[config.mk]
export PLATFORM = sky130hd
export DESIGN_NAME = pc_fetch_ctrl
export DESIGN_NICKNAME = d
export VERILOG_FILES = /design/src/rtl/pc_fetch_ctrl_pkg.sv /design/src/rtl/pc_fetch_ctrl_br_cond_eval.sv /design/src/rtl/pc_fetch_ctrl.sv
export SDC_FILE = /design/constraint.sdc
export NUM_CORES = 1
export LEC_CHECK = 0
export CORE_ASPECT_RATIO = 1.5
export CORE_MARGIN = 1
export CORE_UTILIZATION = 35
export DETAILED_ROUTE_END_ITERATION = 10
export GPL_TIMING_DRIVEN = 0
export PLACE_DENSITY = 0.67
export SYNTH_ARGS = -nofsm -noshare
export SYNTH_HDL_FRONTEND = slang
export SYNTH_SLANG_ARGS = --single-unit
[constraint.sdc]
create_clock -name clk -period 2.9 [get_ports clk]
set_input_delay 0.58 -clock clk [delete_from_list [all_inputs] [get_ports clk]]
set_output_delay 0.58 -clock clk [all_outputs]
set_load 0.01 [all_outputs]
[src/rtl/pc_fetch_ctrl_pkg.sv]
// lc3b_types: shared types for the fetch front end and the datapath.
//   lc3b_word        16-bit machine word / address
//   lc3b_nzp         3-bit condition mask, {n, z, p}
//   pc_fetch_state_t fetch controller states
//   align_target()   forces a branch target onto a word boundary
package lc3b_types;

    typedef logic [15:0] lc3b_word;
    typedef logic [2:0]  lc3b_nzp;

    typedef enum logic [1:0] {
        FETCH = 2'd0,
        HOLD  = 2'd1,
        DROP  = 2'd2
    } pc_fetch_state_t;

    localparam lc3b_word PC_STEP = 16'd2;

    function automatic lc3b_word align_target(input lc3b_word t);
        return {t[15:1], 1'b0};
    endfunction

endpackage

[src/rtl/pc_fetch_ctrl_br_cond_eval.sv]
// br_cond_eval: combinational branch-condition resolver, shared with the
// datapath.
//   br_nzp_i  branch condition mask (IR[11:9])
//   cc_nzp_i  current condition codes, one-hot n/z/p
//   taken_o   1 when any selected condition code is set
module br_cond_eval
    import lc3b_types::*;
(
    input  lc3b_nzp br_nzp_i,
    input  lc3b_nzp cc_nzp_i,
    output logic    taken_o
);

    assign taken_o = |(br_nzp_i & cc_nzp_i);

endmodule

[src/rtl/pc_fetch_ctrl.sv]
// pc_fetch_ctrl: owns the architectural PC, fetches instruction words over
// the mem_read/mem_resp handshake, hands them to decode over ir_valid/ir_ready
// and redirects the fetch stream on taken branches.
//
// Ports:
//   clk, rst_n              clock, async active-low reset
//   br_valid/br_ready       branch resolution handshake
//   br_nzp, cc_nzp          branch mask and current condition codes
//   br_target               branch target from the external adder
//   mem_address, mem_read   fetch request (held until mem_resp)
//   mem_resp, mem_rdata     one-cycle response pulse and data
//   ir_valid/ir_ready       instruction handshake to decode
//   ir_data, ir_pc          instruction word and its fetch address + 2
//   pc_out                  current PC register
//   misalign                (only with PC_FETCH_ALIGN_CHECK_EN) sticky flag,
//                           set by an accepted taken branch to an odd target
//
// Build option: define PC_FETCH_ALIGN_CHECK_EN to add the misalign port.
//
// state | meaning
// ------+----------------------------------------------------------------
// FETCH | request outstanding at pc; waits for mem_resp
// HOLD  | instruction presented to decode; waits for ir_ready or a branch
// DROP  | one-cycle bubble after a redirected (discarded) fetch
module pc_fetch_ctrl
    import lc3b_types::*;
#(
    parameter lc3b_word PC_RESET = 16'h0000
) (
    input  logic     clk,
    input  logic     rst_n,
    input  logic     br_valid,
    output logic     br_ready,
    input  lc3b_nzp  br_nzp,
    input  lc3b_nzp  cc_nzp,
    input  lc3b_word br_target,
    output lc3b_word mem_address,
    output logic     mem_read,
    input  logic     mem_resp,
    input  lc3b_word mem_rdata,
    output logic     ir_valid,
    input  logic     ir_ready,
    output lc3b_word ir_data,
    output lc3b_word ir_pc,
    output lc3b_word pc_out
`ifdef PC_FETCH_ALIGN_CHECK_EN
    ,
    output logic     misalign
`endif
);

    pc_fetch_state_t state_q, state_d;
    lc3b_word        pc_q, pc_d;
    lc3b_word        ir_data_q, ir_data_d;
    lc3b_word        ir_pc_q, ir_pc_d;
    logic            redir_q, redir_d;
    lc3b_word        redir_tgt_q, redir_tgt_d;
    // Low for the first cycle after reset so the first request starts one
    // cycle after rst_n deasserts.
    logic            run_q;

    logic            br_taken;
    logic            br_take;
    lc3b_word        tgt_now;

    br_cond_eval u_br_cond_eval (
        .br_nzp_i (br_nzp),
        .cc_nzp_i (cc_nzp),
        .taken_o  (br_taken)
    );

    assign tgt_now = align_target(br_target);
    assign br_take = br_valid & br_ready & br_taken;

    always_ff @(posedge clk or negedge rst_n) begin
        if (!rst_n) begin
            state_q     <= FETCH;
            pc_q        <= PC_RESET;
            ir_data_q   <= '0;
            ir_pc_q     <= '0;
            redir_q     <= 1'b0;
            redir_tgt_q <= '0;
            run_q       <= 1'b0;
        end else begin
            state_q     <= state_d;
            pc_q        <= pc_d;
            ir_data_q   <= ir_data_d;
            ir_pc_q     <= ir_pc_d;
            redir_q     <= redir_d;
            redir_tgt_q <= redir_tgt_d;
            run_q       <= 1'b1;
        end
    end

    always_comb begin
        state_d     = state_q;
        pc_d        = pc_q;
        ir_data_d   = ir_data_q;
        ir_pc_d     = ir_pc_q;
        redir_d     = redir_q;
        redir_tgt_d = redir_tgt_q;
        mem_read    = 1'b0;
        // A pending redirect blocks further branches until it is consumed.
        br_ready    = rst_n & ~redir_q;

        unique case (state_q)
            FETCH: begin
                mem_read = run_q;
                if (run_q && mem_resp) begin
                    if (redir_q) begin
                        pc_d    = redir_tgt_q;
                        redir_d = 1'b0;
                        state_d = DROP;
                    end else if (br_take) begin
                        pc_d    = tgt_now;
                        state_d = DROP;
                    end else begin
                        ir_data_d = mem_rdata;
                        ir_pc_d   = pc_q + PC_STEP;
                        pc_d      = pc_q + PC_STEP;
                        state_d   = HOLD;
                    end
                end else if (br_take) begin
                    // Request must stay stable; remember where to go once
                    // the in-flight word comes back.
                    redir_d     = 1'b1;
                    redir_tgt_d = tgt_now;
                end
            end
            HOLD: begin
                if (br_take) begin
                    pc_d    = tgt_now;
                    state_d = FETCH;
                end else if (ir_ready) begin
                    state_d = FETCH;
                end
            end
            DROP: begin
                // Nothing is in flight here, so a branch can load pc directly.
                if (br_take) begin
                    pc_d = tgt_now;
                end
                state_d = FETCH;
            end
            default: begin
                state_d = FETCH;
            end
        endcase
    end

    assign mem_address = pc_q;
    assign ir_valid    = (state_q == HOLD);
    assign ir_data     = ir_data_q;
    assign ir_pc       = ir_pc_q;
    assign pc_out      = pc_q;

`ifdef PC_FETCH_ALIGN_CHECK_EN
    logic misalign_q;

    always_ff @(posedge clk or negedge rst_n) begin
        if (!rst_n) begin
            misalign_q <= 1'b0;
        end else if (br_take && br_target[0]) begin
            misalign_q <= 1'b1;
        end
    end

    assign misalign = misalign_q;
`endif

endmodule

==> qor.csv <==
metric,value,unit
yosys warns,0,
vias per inst,5.19,
CTS tree,yes,
remaining antenna violation count,0,
Final Routed Wirelength,9100,µm
H-tree levels,3,
"commonest non-fill, non-tap cell in the layout",clkdlybuf4s50_1,
Synth area leader,dfrtp_1,
Avg WL per Cell,16.4,µm
status,"complete, no violations",
count of state elements after synthesis,65,
"Async S/R FF share, synth",100,%
sequential-to-total area share from yosys stat,48.3,%
placed insts,536,
Synth area leaders,"dfrtp_1, mux2_4, mux2_2",
Final setup violation count,0,
max_cap viols,0,
Die Span Y,122,µm
critical path arrival,2910,ps
largest net degree at the start of global routing,68,
Worst Setup Start Kind,primary input,
FP Rows,43,
Post-Layout Cell Count,554,
maximum clock frequency,371,MHz
first-pass GRT wire length,14500,µm
HPWL Detailed,6810,µm
CTS sink count,65,
routability cong.,0.890,
# diodes,0,
Yosys top cell area share,48.3,%
CTS max path bufs,2,
Crit path largest cell delay,460,ps
Finished Core Util,52.5,%
crit end category,flip-flop,
PortBufs,105,
final net count,483,
vias in the first global route,2893,
Fin. Hold Viols,0,
measured slew at the worst slew-check pin,608,ps
CP required,3110,ps
Pleak,2.10,nW
initial antenna violation count,0,
io pins,110,
"CTS clk-pin slew, worst paths",50,ps
critical path buffer and inverter count,2,
# DRC,0,
peak supply drop,0.563,mV
cell area after synthesis,3370,µm²
DR pass1 iterations,4,
Synth Flop Type,dfrtp_1,
CTS Buf Count,9,
Slowest cell on crit path,buf_6,
GRT overflow,0,
CP Max Fanout,67,
Cell Pwr Density,1100,nW/µm²
relative slew slack,59.5,%
Hold Path Class,primary input to async pin,
RSZ-0062 raised after global routing,false,
Yosys cell types,51,
crit path cell chain,"buf_6, nand2_1, or3_1, nor2_2, buf_2, mux2_2",
critical path class,primary input to flip-flop,
synthesized instance count,317,
via count,2876,
Power Total,0.00536,W
fin crit share,92.9,%
Tmin final,2690,ps
initial DRC count,112,
Tot GR Track Use,19.9,%
syn_area_per_cell,10.6,µm²
"commonest non-fill, non-tap cells in the layout","clkdlybuf4s50_1, dfrtp_1, nand2_1",
Crit path max-delay family,simple AND/OR/NAND/NOR gates,
initial core utilization,36.2,%
area grow syn2layout,45.0,%
Die ar.,10000,µm²
Clock Latency Late Sink,330,ps
CTS root buf,clkbuf_16,
Core Footprint,9310,µm²
"Slew Viols, Final",0,
Worst Skew,5.19,ps
"EDFF count, synth",0,
layout cells sized above 1,18.3,%
Die X,82.1,µm
## cell families after synthesis
kind of cell,share of synthesized area [%]
buffers and inverters,7.65
AND/OR/NAND/NOR,10.8
adder cells (fa/ha/maj),1.11
flip-flops,48.3
other,0.223
AO/OA/AOI/OAI,14.9
multiplexers,13.9
XOR/XNOR,3.12
## metrics by stage
| step | instance area, µm² | worst slack, ps | hold WS [ps] | TNS, ps |
|---|---|---|---|---|
| after floorplan | 3380 | 567 | 284 | 0 |
| after global placement | 4570 | -3020 | 463 | -226710 |
| after detailed placement | 4570 | -595 | 472 | -12070 |
| after CTS | 4870 | 50.3 | 259 | 0 |
| after global routing | 4880 | 22.2 | 290 | 0 |
| final | 4880 | 206 | 236 | 0 |
## final cells by class
class / count / area (µm²)
timing repair buffer: 107 / 1070
fill: 839 / 4420
inverter: 7 / 26.3
multi-input combinational: 211 / 1500
buffer: 36 / 231
tap: 112 / 140
sequential: 65 / 1630
clock inverter: 2 / 10.0
clock buffer: 14 / 284
## layer usage
metal	vias up	share of wire, %	track usage, %
met5	-	0	0
met4	0	3.0	11.3
met3	19	5.9	5.17
met2	103	53	34.0
met1	1403	38	21.8
li1	1351	-	-
## worst register-to-register path, cell delays in order, from the launching register on
cell and delay, ps:
dfrtp_1 370, inv_1 50, ha_1 270, clkbuf_1 300, inv_1 230, o21a_1 230
clkbuf_1 240, a2111oi_0 540, o22a_1 230, a21oi_1 40
## registers in the layout (all words and copies together) (netlist names)
name and flops:
redir_q 1, mem_address 15, state_q 2, ir_pc 15
redir_tgt_q 15, run_q 1, ir_data 16
## final timing paths
check | start | to | slack [ps] | cells after the start
worst min-delay path | rst_n | ir_pc[2]$_DFFE_PN0P_ | 240 | 1
worst max-delay path | rst_n | redir_tgt_q[15]$_DFFE_PN0P_ | 210 | 6
worst max register to register | state_q[0]$_DFFE_PN0P_ | mem_address[12]$_DFFE_PN0P_ | 280 | 9
worst min register to register | ir_pc[13]$_DFFE_PN0P_ | ir_pc[13]$_DFFE_PN0P_ | 480 | 2
min in group clk | ir_pc[13]$_DFFE_PN0P_ | ir_pc[13]$_DFFE_PN0P_ | 480 | 2
max in group asynchronous | rst_n | mem_address[14]$_DFFE_PN0P_ | 2240 | 1
## power breakdown
part | switching, W | internal, W
registers | 0.000326 | 0.00134
clock network | 0.000381 | 0.000669
logic | 0.00118 | 0.00148
## repair_timing
item / in CTS / in global routing
endpoints found under the setup margin: 9 / 37
pin swaps: 0 / 1
hold buffers: 0 / 0
gates resized for setup: 2 / 1
hold endpoints to repair: 0 / 0
buffers inserted: 0 / 2
## synth_stat cells (5+ instances only)
library cell  number
mux2_4            17
mux2_2            19
o31ai_1            5
clkbuf_1          13
a21oi_1           13
buf_4             18
nor3_1             6
dfrtp_1           65
o21ai_0           25
nor2_1            17
nand2_1           30
nand3_1            6
xnor2_1            6
inv_1              7
xor2_1             6
Power figures use the tool's default switching activity.
